`src/rtl/cpu_branch_pkg.sv`:
```
// Shared branch-unit definitions: default opcode table,
// FSM state encoding and shadow counter width.
package cpu_branch_pkg;

  localparam logic [3:0] DEF_JMP = 4'b1111;
  localparam logic [3:0] DEF_JNC = 4'b1110;
  localparam logic [3:0] DEF_JC  = 4'b1100;
  localparam logic [3:0] DEF_JNZ = 4'b1101;

  localparam int CNT_W = 3;

  typedef enum logic {
    IDLE   = 1'b0,
    SHADOW = 1'b1
  } state_t;

endpackage

```
`src/rtl/branch_cond.sv`:
```
// Branch opcode table: flags a branch opcode and
// evaluates its carry/zero condition.
module branch_cond
  import cpu_branch_pkg::*;
#(
  parameter int OP_WIDTH = 4,
  parameter logic [OP_WIDTH-1:0] OP_JMP = OP_WIDTH'(DEF_JMP),
  parameter logic [OP_WIDTH-1:0] OP_JNC = OP_WIDTH'(DEF_JNC),
  parameter logic [OP_WIDTH-1:0] OP_JC  = OP_WIDTH'(DEF_JC),
  parameter logic [OP_WIDTH-1:0] OP_JNZ = OP_WIDTH'(DEF_JNZ)
) (
  input  logic [OP_WIDTH-1:0] opcode,
  input  logic                cflag,
  input  logic                zflag,
  output logic                is_branch,
  output logic                cond_true
);

  // Match the opcode against the table and pick its condition.
  always_comb begin
    is_branch = 1'b1;
    cond_true = 1'b0;
    unique case (1'b1)
      (opcode == OP_JMP): cond_true = 1'b1;
      (opcode == OP_JNC): cond_true = ~cflag;
      (opcode == OP_JC):  cond_true = cflag;
      (opcode == OP_JNZ): cond_true = ~zflag;
      default:            is_branch = 1'b0;
    endcase
  end

endmodule

```
`src/rtl/pc_branch_unit.sv`:
```
// Program counter owner: decodes branches, holds the
// fetch stage busy for a fixed shadow after each one.
module pc_branch_unit
  import cpu_branch_pkg::*;
#(
  parameter int PC_WIDTH      = 4,
  parameter int OP_WIDTH      = 4,
  parameter int SHADOW_CYCLES = 1,
  parameter logic [OP_WIDTH-1:0] OP_JMP = OP_WIDTH'(DEF_JMP),
  parameter logic [OP_WIDTH-1:0] OP_JNC = OP_WIDTH'(DEF_JNC),
  parameter logic [OP_WIDTH-1:0] OP_JC  = OP_WIDTH'(DEF_JC),
  parameter logic [OP_WIDTH-1:0] OP_JNZ = OP_WIDTH'(DEF_JNZ)
) (
  input  logic                clock,
  input  logic                reset,
  input  logic [OP_WIDTH-1:0] opcode,
  input  logic [PC_WIDTH-1:0] target,
  input  logic                cflag,
  input  logic                zflag,
  input  logic                stall,
  output logic [PC_WIDTH-1:0] pc,
  output logic                load,
  output logic                busy,
  output logic                taken
);

  if (SHADOW_CYCLES < 1 || SHADOW_CYCLES > 7) begin : g_bad_shadow
    $error("pc_branch_unit: SHADOW_CYCLES must be 1..7");
  end

  if (OP_JMP == OP_JNC || OP_JMP == OP_JC ||
      OP_JMP == OP_JNZ || OP_JNC == OP_JC ||
      OP_JNC == OP_JNZ || OP_JC == OP_JNZ) begin : g_dup_op
    $error("pc_branch_unit: branch opcodes must differ");
  end

  localparam logic [CNT_W-1:0] CNT_INIT =
    CNT_W'(SHADOW_CYCLES - 1);

  state_t              state;
  logic [CNT_W-1:0]    cnt;
  logic [PC_WIDTH-1:0] target_q;
  logic                taken_q;
  logic                is_branch;
  logic                cond_true;

  branch_cond #(
    .OP_WIDTH (OP_WIDTH),
    .OP_JMP   (OP_JMP),
    .OP_JNC   (OP_JNC),
    .OP_JC    (OP_JC),
    .OP_JNZ   (OP_JNZ)
  ) u_cond (
    .opcode    (opcode),
    .cflag     (cflag),
    .zflag     (zflag),
    .is_branch (is_branch),
    .cond_true (cond_true)
  );

  // taken_q is only ever set for the first shadow cycle,
  // so it doubles as the load pulse.
  assign busy  = (state == SHADOW);
  assign load  = taken_q;
  assign taken = taken_q;

  // PC, shadow FSM and counter; everything freezes on stall.
  always_ff @(posedge clock or posedge reset) begin
    if (reset) begin
      pc       <= '0;
      state    <= IDLE;
      cnt      <= '0;
      target_q <= '0;
      taken_q  <= 1'b0;
    end else if (!stall) begin
      pc <= taken_q ? target_q : pc + PC_WIDTH'(1);
      unique case (state)
        IDLE: begin
          if (is_branch) begin
            state    <= SHADOW;
            cnt      <= CNT_INIT;
            target_q <= target;
            taken_q  <= cond_true;
          end
        end
        SHADOW: begin
          taken_q <= 1'b0;
          if (cnt == '0) state <= IDLE;
          else           cnt   <= cnt - CNT_W'(1);
        end
        default: state <= IDLE;
      endcase
    end
  end

endmodule

```
`config.mk`:
```
export PLATFORM = sky130hd
export DESIGN_NAME = pc_branch_unit
export DESIGN_NICKNAME = d
export VERILOG_FILES = /design/src/rtl/cpu_branch_pkg.sv /design/src/rtl/branch_cond.sv /design/src/rtl/pc_branch_unit.sv
export SDC_FILE = /design/constraint.sdc
export NUM_CORES = 1
export LEC_CHECK = 0
export ABC_AREA = 1
export BUFFER_PORTS_ARGS = -buffer_cell sky130_fd_sc_hd__buf_4
export CORE_MARGIN = 3
export CORE_UTILIZATION = 49
export CTS_CLUSTER_SIZE = 25
export DETAILED_ROUTE_END_ITERATION = 10
export PLACE_DENSITY = 0.86
export SLEW_MARGIN = 5
export SYNTH_ARGS = -nofsm -noshare
export SYNTH_HDL_FRONTEND = slang
export SYNTH_SLANG_ARGS = --single-unit
```
`constraint.sdc`:
```
create_clock -name clock -period 1.5 [get_ports clock]
set_input_delay 0.15 -clock clock [delete_from_list [all_inputs] [get_ports clock]]
set_output_delay 0.15 -clock clock [all_outputs]
set_load 0.02 [all_outputs]
```
==> results of run 1 <==
[worst max-delay path, delay by kind of cell (launching register included)]
| family | cells | cell delay, ns |
|---|---|---|
| AND/OR/NAND/NOR | 4 | 0.34 |
| buffers and inverters | 1 | 0.05 |
| flip-flops | 1 | 0.37 |
| adder cells (fa/ha/maj) | 2 | 0.37 |
[layout make-up]
class / count / area (um^2) / area share [%]
tap: 15 / 18.8 / 2.10
multi-input combinational: 67 / 325 / 36.4
sequential: 13 / 325 / 36.4
inverter: 12 / 45.0 / 5.04
clock buffer: 4 / 26.3 / 2.94
timing repair buffer: 20 / 153 / 17.1
[cell usage after synthesis]
| library cell | instances |
|---|---|
| nand4_1 | 1 |
| or2_1 | 1 |
| nor2_1 | 9 |
| buf_4 | 1 |
| ha_1 | 3 |
| a21oi_1 | 3 |
| inv_1 | 10 |
| nand3_1 | 5 |
| o21ai_0 | 4 |
| dfrtp_1 | 13 |
| inv_2 | 2 |
| nand2_1 | 38 |
| nand2_2 | 1 |
| a21oi_4 | 1 |
| nor3_4 | 1 |
| buf_6 | 1 |
[placed cells by master (no fill, tap or decap), types with 2 or more instances in the layout]
master / n
inv_1: 10
ha_1: 3
nand2_1: 38
inv_2: 2
clkbuf_4: 3
nor2_1: 9
a21oi_1: 3
dfrtp_1: 13
o21ai_0: 4
nand3_1: 5
buf_4: 19
[flip-flops by register name, indices dropped and copies added, names as in the netlist]
signal / cells
cnt: 3
busy: 1
target_q: 4
pc: 4
load: 1
[power by group]
part           total (mW)  internal, mW  switching [mW]
Sequential          0.620         0.486           0.134
Clock               0.210         0.103           0.107
Combinational       0.624         0.265           0.358
Total                1.45         0.855           0.599
[layer usage]
layer / vias up / track usage (%) / routed length [um]
li1: 336 / - / -
met1: 305 / 18.7 / 661
met2: 22 / 28.2 / 663
met3: 4 / 3.66 / 80
met4: 0 / 9.04 / 31
met5: - / 0 / 0
[metrics by stage]
stage / hold WS, ns / cell area, um^2
CTS: 0.0712 / 893
global route: 0.0963 / 893
finish: 0.0759 / 893
floorplan: 0.0270 / 714
detailed placement: 0.207 / 857
global placement: 0.203 / 857
[cells by family (layout without fill, tap and decap cells)]
| logic type | after synthesis | in the layout | synth area share (%) |
|---|---|---|---|
| buf+inv | 14 | 36 | 8.93 |
| fa+ha+maj | 3 | 3 | 5.25 |
| flops | 13 | 13 | 45.5 |
| compound gates | 8 | 8 | 7.18 |
| simple gates | 56 | 56 | 33.1 |
[worst min path at each step]
stage	from	end	slack, ns	cells past startpoint
after floorplan	reset	busy	0.03	1
after CTS	target[2]	target_q[2]	0.07	3
after global placement	reset	target_q[1]	0.20	2
final	target[1]	target_q[1]	0.08	3
after detailed placement	reset	cnt[0]	0.21	2
after global routing	target[0]	target_q[0]	0.1	3
==> flow_metrics.env, run 1 <==
export IMPL_ys_seq_area_share_pct=45.5
export IMPL_rrSetupSlack_ns=0.25
export IMPL_drt_iter0_drc=13
export IMPL_finalNonFillerCells=131
export IMPL_reg2reg_depth=7
export IMPL_arrival_ns=1.41
export IMPL_fmax_mhz=801
export IMPL_worstPathCellList="inv_1, ha_1, ha_1, nand2_1, nand2_2, nand2_1, nand2_1"
export IMPL_chipHeight_um=44.2
export IMPL_wirelength_um=1440
export IMPL_clkSlewWorstSetupHoldPaths_ns=0.08
export IMPL_min_period_ns=1.25
export IMPL_placedCellCount=126
export IMPL_max_stage_delay_ns=0.37
export IMPL_slew_headroom_pct=66.3
export IMPL_worstPathMaxFanout=4
export IMPL_cts_num_sinks=13
export IMPL_antenna_found_initial=0
export IMPL_cp_data_required_time_ns=1.67
export IMPL_ys_types=16
export IMPL_first_pass_iters=4
export IMPL_io_buffers=19
export IMPL_die_area_mm2=0.00195
export IMPL_drv_slew=0
export IMPL_cts_root_buf="clkbuf_4"
export IMPL_gp_congestion=0.704
export IMPL_dpl_worst_slack_ns=0.261
export IMPL_grtUsageTotal_pct=16.4
export IMPL_critPathCapture="cnt[2]"
export IMPL_dp_hpwl_um=1110
export IMPL_core_rowCount=13
export IMPL_fin_nets=133
export IMPL_setup_viol=0
export IMPL_critPathLaunch="cnt[0]"
export IMPL_tightest_slew_ns=0.505
export IMPL_rr_endpoint="cnt[2]"
export IMPL_core_region_area_mm2=0.00133
export IMPL_cts_buffers_inserted=3
export IMPL_setup_slack_ns=0.252
export IMPL_worst_path_max_delay_cell="dfrtp_1"
export IMPL_tritoncts="yes"
export IMPL_via_per_inst=5.09
export IMPL_wire_per_inst_um=11.0
export IMPL_io_pins=20
export IMPL_syn_area_um2=714
export IMPL_die_width_um=44.2
export IMPL_cts_resized=0
export IMPL_post_route_util_pct=67.0
export IMPL_clockBufferDepth=2
export IMPL_synthCells=94
export IMPL_crit_path_start_kind="flop"
export IMPL_ant_nets=0
export IMPL_power_density_mw_per_mm2=1630
export IMPL_grt_pass1_vias=618
export IMPL_ys_ff_latch=13
export IMPL_r2r_start="cnt[0]"
export IMPL_endpoint_kind="flop"
export IMPL_htreeDepth=1
export IMPL_fillers=105
export IMPL_syn_to_final_growth_pct=25.0
export IMPL_total_power_mw=1.45
export IMPL_finalCritPeriodShare_pct=83.2
export IMPL_skew_ns=0.00388
export IMPL_hold_violations=0
export IMPL_status="completed"
export IMPL_drv_cap=0
export IMPL_vdd_drop_max_mv=0.674
export IMPL_syn_avg_cell_area_um2=7.60
export IMPL_yosys_warnings=0
export IMPL_worst_hold_path_type="primary input to flop"
export IMPL_tns_ns=0
export IMPL_final_layout_size_suffix_gt1_share_pct=23.3
export IMPL_syn_nets=110
export IMPL_synth_largest_area_cell="dfrtp_1"
export IMPL_rsz0062_at_grt="no"
export IMPL_synth_top_cell_area_share_pct=45.5
export IMPL_vias=667
export IMPL_start_util_pct=53.6
export IMPL_critPathKind="flop to flop"
export IMPL_leakage_nw=0.498
export IMPL_holdBufCountCts=1
export IMPL_diodes=0
export IMPL_clk_latency_ns=0.27
export IMPL_grt_overflow=0
export IMPL_post_cts_buffers=0
export IMPL_drc=0
export IMPL_grt_pass1_wl_um=2360
export IMPL_yosys_top_cells_area="dfrtp_1 46%, nand2_1 20%, ha_1 5.3%"
export IMPL_critPathMostFrequentCell="nand2_1"
export IMPL_grt_max_degree=14
Note: power is estimated with default switching activity, not from simulation.
==> inputs of run 2 (changes only) <==
==> constraint.sdc (replaced) <==
create_clock -name clock -period 1.2 [get_ports clock]
set_input_delay 0.12 -clock clock [delete_from_list [all_inputs] [get_ports clock]]
set_output_delay 0.12 -clock clock [all_outputs]
set_load 0.02 [all_outputs]
==> run 2 against run 1 <==
Non-clock buffer count rose by 2. First-iteration DRC count decreased by 15%. Routed wire length rose by 12%. Via count increased by 1.9%. Combinational power rose by 53%. Clock skew is essentially flat. Global-route usage grew 1.3 points. Critical endpoint is now cnt[1]. Sequential cell count did not move.
==> flow_metrics.env, run 2 (synthesis gave the netlist of run 1 again) <==
export IMPL_io_pins=20
export IMPL_vias=680
export IMPL_max_stage_delay_ns=0.38
export IMPL_wirelength_um=1610
export IMPL_fillers=99
export IMPL_drv_slew=0
export IMPL_placedCellCount=127
export IMPL_fmax_mhz=840
export IMPL_dp_hpwl_um=1170
export IMPL_wire_per_inst_um=12.1
export IMPL_grtUsageTotal_pct=17.7
export IMPL_via_per_inst=5.11
export IMPL_cts_num_sinks=13
export IMPL_endpoint_kind="flop"
export IMPL_hold_violations=0
export IMPL_drv_cap=0
export IMPL_io_buffers=19
export IMPL_min_period_ns=1.19
export IMPL_cp_num_buf_inv=1
export IMPL_p_int_mw=1.16
export IMPL_cts_buffers_inserted=3
export IMPL_cp_data_required_time_ns=1.38
export IMPL_gp_congestion=0.717
export IMPL_worst_path_max_delay_cell="dfrtp_1"
export IMPL_hold_slack_ns=0.0388
export IMPL_vdd_drop_max_mv=1.06
export IMPL_drt_iter0_drc=11
export IMPL_critPathKind="flop to flop"
export IMPL_ant_nets=0
export IMPL_power_frac_seq_pct=39.0
export IMPL_core_rowCount=13
export IMPL_start_util_pct=53.6
export IMPL_die_width_um=44.2
export IMPL_diodes=0
export IMPL_chipHeight_um=44.2
export IMPL_die_area_mm2=0.00195
export IMPL_clkPwrFrac_pct=13.5
export IMPL_worst_hold_path_type="primary input to flop"
export IMPL_tightest_slew_ns=0.498
export IMPL_slew_headroom_pct=66.8
export IMPL_top_usage_layer="met2"
export IMPL_htreeDepth=1
export IMPL_fin_nets=135
export IMPL_cts_root_buf="clkbuf_4"
export IMPL_finalCritPeriodShare_pct=99.2
export IMPL_syn_to_final_growth_pct=31.9
export IMPL_drc=0
export IMPL_skew_ns=0.00405
export IMPL_top_regs="pc: 4 flops, target_q: 4 flops, cnt: 3 flops"
export IMPL_power_density_mw_per_mm2=2130
export IMPL_p_comb_share_pct=47.5
export IMPL_leakage_nw=0.516
export IMPL_dpl_worst_slack_ns=-0.0627
export IMPL_clkSlewWorstSetupHoldPaths_ns=0.08
export IMPL_tns_ns=0
export IMPL_grtUsageMet1_pct=20.2
export IMPL_swShare_pct=41.9
export IMPL_worstPathCellList="inv_1, ha_2, ha_4, nand2_4, nand2_4, nand2_1, nand2_1"
export IMPL_layout_common_cells="35 x nand2_1, 21 x buf_4, 12 x dfrtp_1"
export IMPL_setup_viol=0
export IMPL_clk_latency_ns=0.28
export IMPL_grt_pass1_wl_um=2500
export IMPL_switchingPower_mw=0.840
export IMPL_total_power_mw=2.00
export IMPL_clockBufferDepth=2
export IMPL_status="completed"
export IMPL_setup_slack_ns=0.00973
export IMPL_tritoncts="yes"
export IMPL_grt_max_degree=14
export IMPL_finalNonFillerCells=133
export IMPL_crit_path_start_kind="flop"
export IMPL_antenna_found_initial=0
export IMPL_final_common_cell="nand2_1"
export IMPL_arrival_ns=1.37
export IMPL_first_pass_iters=4
export IMPL_worstPathMaxFanout=4
export IMPL_final_layout_size_suffix_gt1_share_pct=30.5
export IMPL_gr_usage_met3_pct=3.66
export IMPL_core_region_area_mm2=0.00133
export IMPL_grt_pass1_vias=620
export IMPL_grtUsageMet2_pct=31.7
export IMPL_crit_family="flip-flops"
export IMPL_grt_overflow=0
[run 2: changes by cell type in the layout (fill, tap and decap cells not counted), sizes merged]
cell	change
buf	+2
[run 2: worst reg2reg max path, stage by stage (launching register included)]
cell     delay (ns)
dfrtp_1        0.38
inv_1          0.07
ha_2           0.19
ha_4           0.17
nand2_4        0.08
nand2_4        0.07
nand2_1        0.08
nand2_1        0.05
[run 2: path summary, 6_finish.rpt]
kind                              from     endpoint  slack [ns]  cells past startpoint
setup / recovery                cnt[1]       cnt[1]        0.01                      7
hold / removal               target[1]  target_q[1]        0.04                      3
setup reg to reg                cnt[1]       cnt[1]        0.01                      7
hold reg to reg            target_q[0]  target_q[0]        0.48                      2
max in group asynchronous        reset         busy        0.43                      3
min in group asynchronous        reset  target_q[1]        0.41                      3
[run 2: layer usage]
| metal | vias to the layer above | share of wire, % |
|---|---|---|
| met4 | 0 | 2.2 |
| met3 | 5 | 5.8 |
| li1 | 339 | - |
| met1 | 311 | 40 |
| met2 | 25 | 52 |
| met5 | - | 0 |
[run 2: final cells by class]
class	count	area [um^2]	share of cell area, %
inverters	12	45.0	4.78
clock buffers	4	26.3	2.79
flip-flops and latches	13	327	34.7
repair buffers	22	168	17.8
well taps	15	18.8	1.99
multi-input cells	67	358	38.0
[run 2: timing repair]
item	4_1_cts	5_1_grt
hold endpoints to repair	13	0
hold buffers	1	0
gates cloned	0	0
resized for setup	3	7
setup endpoints to repair	4	6
pin swaps	0	4
buffers inserted	1	0
[run 2: power by group through the flow]
stage / sequential [mW] / combinational [mW] / clock, mW
global placement: 0.762 / 0.762 / 0
global route: 0.805 / 1.05 / 0.295
floorplan: 0.846 / 0.435 / 0
detailed placement: 0.769 / 0.815 / 0
CTS: 0.769 / 0.875 / 0.270
finish: 0.781 / 0.952 / 0.271
[run 2: per-stage QoR]
step | instance area [um^2] | utilization (%)
final | 942 | 70.6
after detailed placement | 865 | 64.8
after floorplan | 714 | -
after global routing | 942 | 70.6
after global placement | 865 | 64.8
after CTS | 918 | 68.9
==> inputs of run 3 (changes only) <==
--- a/config.mk
+++ b/config.mk
@@ -5,7 +5,7 @@
 export SDC_FILE = /design/constraint.sdc
 export NUM_CORES = 1
 export LEC_CHECK = 0
-export ABC_AREA = 1
+export ABC_AREA = 0
 export BUFFER_PORTS_ARGS = -buffer_cell sky130_fd_sc_hd__buf_4
 export CORE_MARGIN = 3
 export CORE_UTILIZATION = 49
==> run 3 against run 2 <==
The flow now finishes with violations (setup timing). Routed wire length grew 1.3%. Combinational power fell by 42%. Cell count decreased by 22%. Non-clock buffer count is 3 higher. Power fell by 27%. Sequential power decreased by 18%. Register-to-register slack got worse by 0.04 ns. Fmax shrank 3.6%. Utilization increased by 8.2 points. Worst setup slack worse by 0.045 ns. Largest power group is now sequential cells.
==> flow_metrics.env, run 3 <==
export IMPL_status="finished, violations left"
export IMPL_violations="setup timing"
export IMPL_diodes=0
export IMPL_fillers=83
export IMPL_fmax_mhz=810
export IMPL_layout_common_cells="24 x buf_4, 10 x dfrtp_1, 5 x nand2_1"
export IMPL_io_buffers=19
export IMPL_grtUsageMet2_pct=31.7
export IMPL_hold_violations=0
export IMPL_yosys_top_cells_area="dfrtp_1 47%, mux2_2 8.1%, ha_1 5.4%"
export IMPL_ys_seq_area_share_pct=46.8
export IMPL_wire_per_inst_um=15.7
export IMPL_setup_viol=4
export IMPL_yosys_warnings=0
export IMPL_hold_slack_ns=0.0761
export IMPL_htreeDepth=1
export IMPL_worst_hold_path_type="primary input to flop"
export IMPL_stdcell_area_um2=958
export IMPL_antenna_found_initial=0
export IMPL_synth_most_common_cell="dfrtp_1"
export IMPL_cp_data_required_time_ns=1.38
export IMPL_reg2reg_depth=6
export IMPL_core_rowCount=12
export IMPL_endpoint_kind="flop"
export IMPL_clk_latency_ns=0.28
export IMPL_synth_largest_area_cell="dfrtp_1"
export IMPL_gp_congestion=0.752
export IMPL_drv_cap=0
export IMPL_synthCells=64
export IMPL_min_delay_path_depth=2
export IMPL_top_usage_layer="met2"
export IMPL_clockBufferDepth=2
export IMPL_final_common_cell="buf_4"
export IMPL_rsz0062_at_grt="yes"
export IMPL_arrival_ns=1.41
export IMPL_grt_overflow=0
export IMPL_tns_ns=-0.0569
export IMPL_start_util_pct=57.1
export IMPL_grt_max_degree=16
export IMPL_vdd_drop_max_mv=1.15
export IMPL_ant_nets=0
export IMPL_cts_buffers_inserted=3
export IMPL_final_layout_size_suffix_gt1_share_pct=50.0
export IMPL_syn_nets=80
export IMPL_critPathKind="flop to flop"
export IMPL_clkSlewWorstSetupHoldPaths_ns=0.08
export IMPL_grtUsageTotal_pct=19.0
export IMPL_cts_num_sinks=13
export IMPL_chipHeight_um=43.6
export IMPL_gr_usage_met3_pct=4.98
export IMPL_tritoncts="yes"
export IMPL_dpl_worst_slack_ns=-0.0726
export IMPL_drv_slew=0
export IMPL_grtUsageMet1_pct=24.0
export IMPL_grt_pass1_wl_um=2600
export IMPL_synth_enable_flop_cells=0
export IMPL_synth_top_cell_area_share_pct=46.8
export IMPL_ys_ff_latch=13
export IMPL_dp_hpwl_um=1170
export IMPL_crit_path_start_kind="flop"
export IMPL_first_pass_iters=4
export IMPL_syn_avg_cell_area_um2=10.9
export IMPL_die_area_mm2=0.00190
export IMPL_multi_input_area_um2=377
export IMPL_syn_to_final_growth_pct=38.0
export IMPL_finalCritPeriodShare_pct=103
export IMPL_io_pins=20
export IMPL_syn_area_um2=694
export IMPL_slew_headroom_pct=65.7
export IMPL_core_region_area_mm2=0.00122
export IMPL_ys_flop_type="dfrtp_1"
export IMPL_skew_ns=0.00836
export IMPL_drt_iter0_drc=20
export IMPL_total_power_mw=1.47
export IMPL_die_width_um=43.6
export IMPL_cts_root_buf="clkbuf_4"
export IMPL_ys_types=28
export IMPL_setup_slack_ns=-0.0351
export IMPL_power_density_mw_per_mm2=1530
export IMPL_wirelength_um=1630
export IMPL_seq_area_um2=329
export IMPL_vias=589
export IMPL_min_period_ns=1.24
export IMPL_drc=0
export IMPL_place_area_um2=887
export IMPL_async_reset_ff_share_pct=100
export IMPL_via_per_inst=5.66
export IMPL_tightest_slew_ns=0.514
export IMPL_grt_pass1_vias=579
export IMPL_fin_nets=107
export IMPL_top_regs="pc: 4 flops, target_q: 4 flops, cnt: 3 flops"
export IMPL_leakage_nw=0.451
export IMPL_yosys_top_cells_count="13 x dfrtp_1, 5 x inv_1, 5 x mux2_2, 5 x nand2_1, 4 x nor2_1"
export IMPL_worstPathMaxFanout=7
run 3: cell count changes after synthesis, moves of 5 or more:
cell / previous run / this run
nand2_1: 38 / 5
inv_1: 10 / 5
mux2_2: 0 / 5
nand3_1: 5 / 0
nor2_1: 9 / 4
run 3: through the flow:
stage	utilization (%)	std cells
floorplan	-	64
global placement	72.9	99
detailed placement	72.9	99
CTS	77.0	104
global route	78.8	104
finish	78.8	104
run 3: worst paths after layout:
kind,startpoint,to,slack (ns)
max,cnt[0],cnt[0],-0.04
min,target[2],target_q[2],0.08
max reg2reg,cnt[0],cnt[0],-0.04
min reg2reg,target_q[2],target_q[2],0.53
max in group asynchronous,reset,pc[0],0.39
min in group asynchronous,reset,busy,0.44
run 3: power breakdown:
| part | switching, mW | total [mW] | internal [mW] |
|---|---|---|---|
| Combinational | 0.271 | 0.555 | 0.284 |
| Sequential | 0.100 | 0.641 | 0.541 |
| Clock | 0.145 | 0.275 | 0.129 |
run 3: final cells by class:
type                            instances  share of cell area, %
Multi-Input combinational cell         43                   39.3
Sequential cell                        13                   34.3
Clock buffer                            4                   2.74
Inverter                                5                   1.96
Timing Repair Buffer                   25                   19.8
Tap cell                               14                   1.83
run 3: critical path, cell delays in order, from the launching register on:
cell	delay [ns]
dfrtp_1	0.40
inv_2	0.08
ha_4	0.13
ha_4	0.17
nor3_2	0.04
a21o_1	0.15
a22o_1	0.17
run 3: what timing repair did:
action,CTS,global route
setup endpoints to repair,7,9
hold buffers,1,0
endpoints found under the hold margin,13,0
resized for setup,3,7
pin swaps,5,2
setup buffers,0,0
run 3: routing by layer:
| metal | wire, um | vias up | part of all wire [%] |
|---|---|---|---|
| li1 | - | 279 | - |
| met1 | 669 | 283 | 41 |
| met2 | 846 | 23 | 52 |
| met3 | 90 | 4 | 5.5 |
| met4 | 24 | 0 | 1.5 |
| met5 | 0 | - | 0 |
run 3: logic make-up (layout without fill, tap and decap cells):
group,after synthesis,count (layout),synth area share [%]
adders and majority gates,3,3,5.41
buffers and inverters,8,34,5.58
muxes,6,6,9.55
and+or+nand+nor,17,17,13.9
DFF,13,13,46.8
AOI/OAI and AO/OA,17,17,18.7
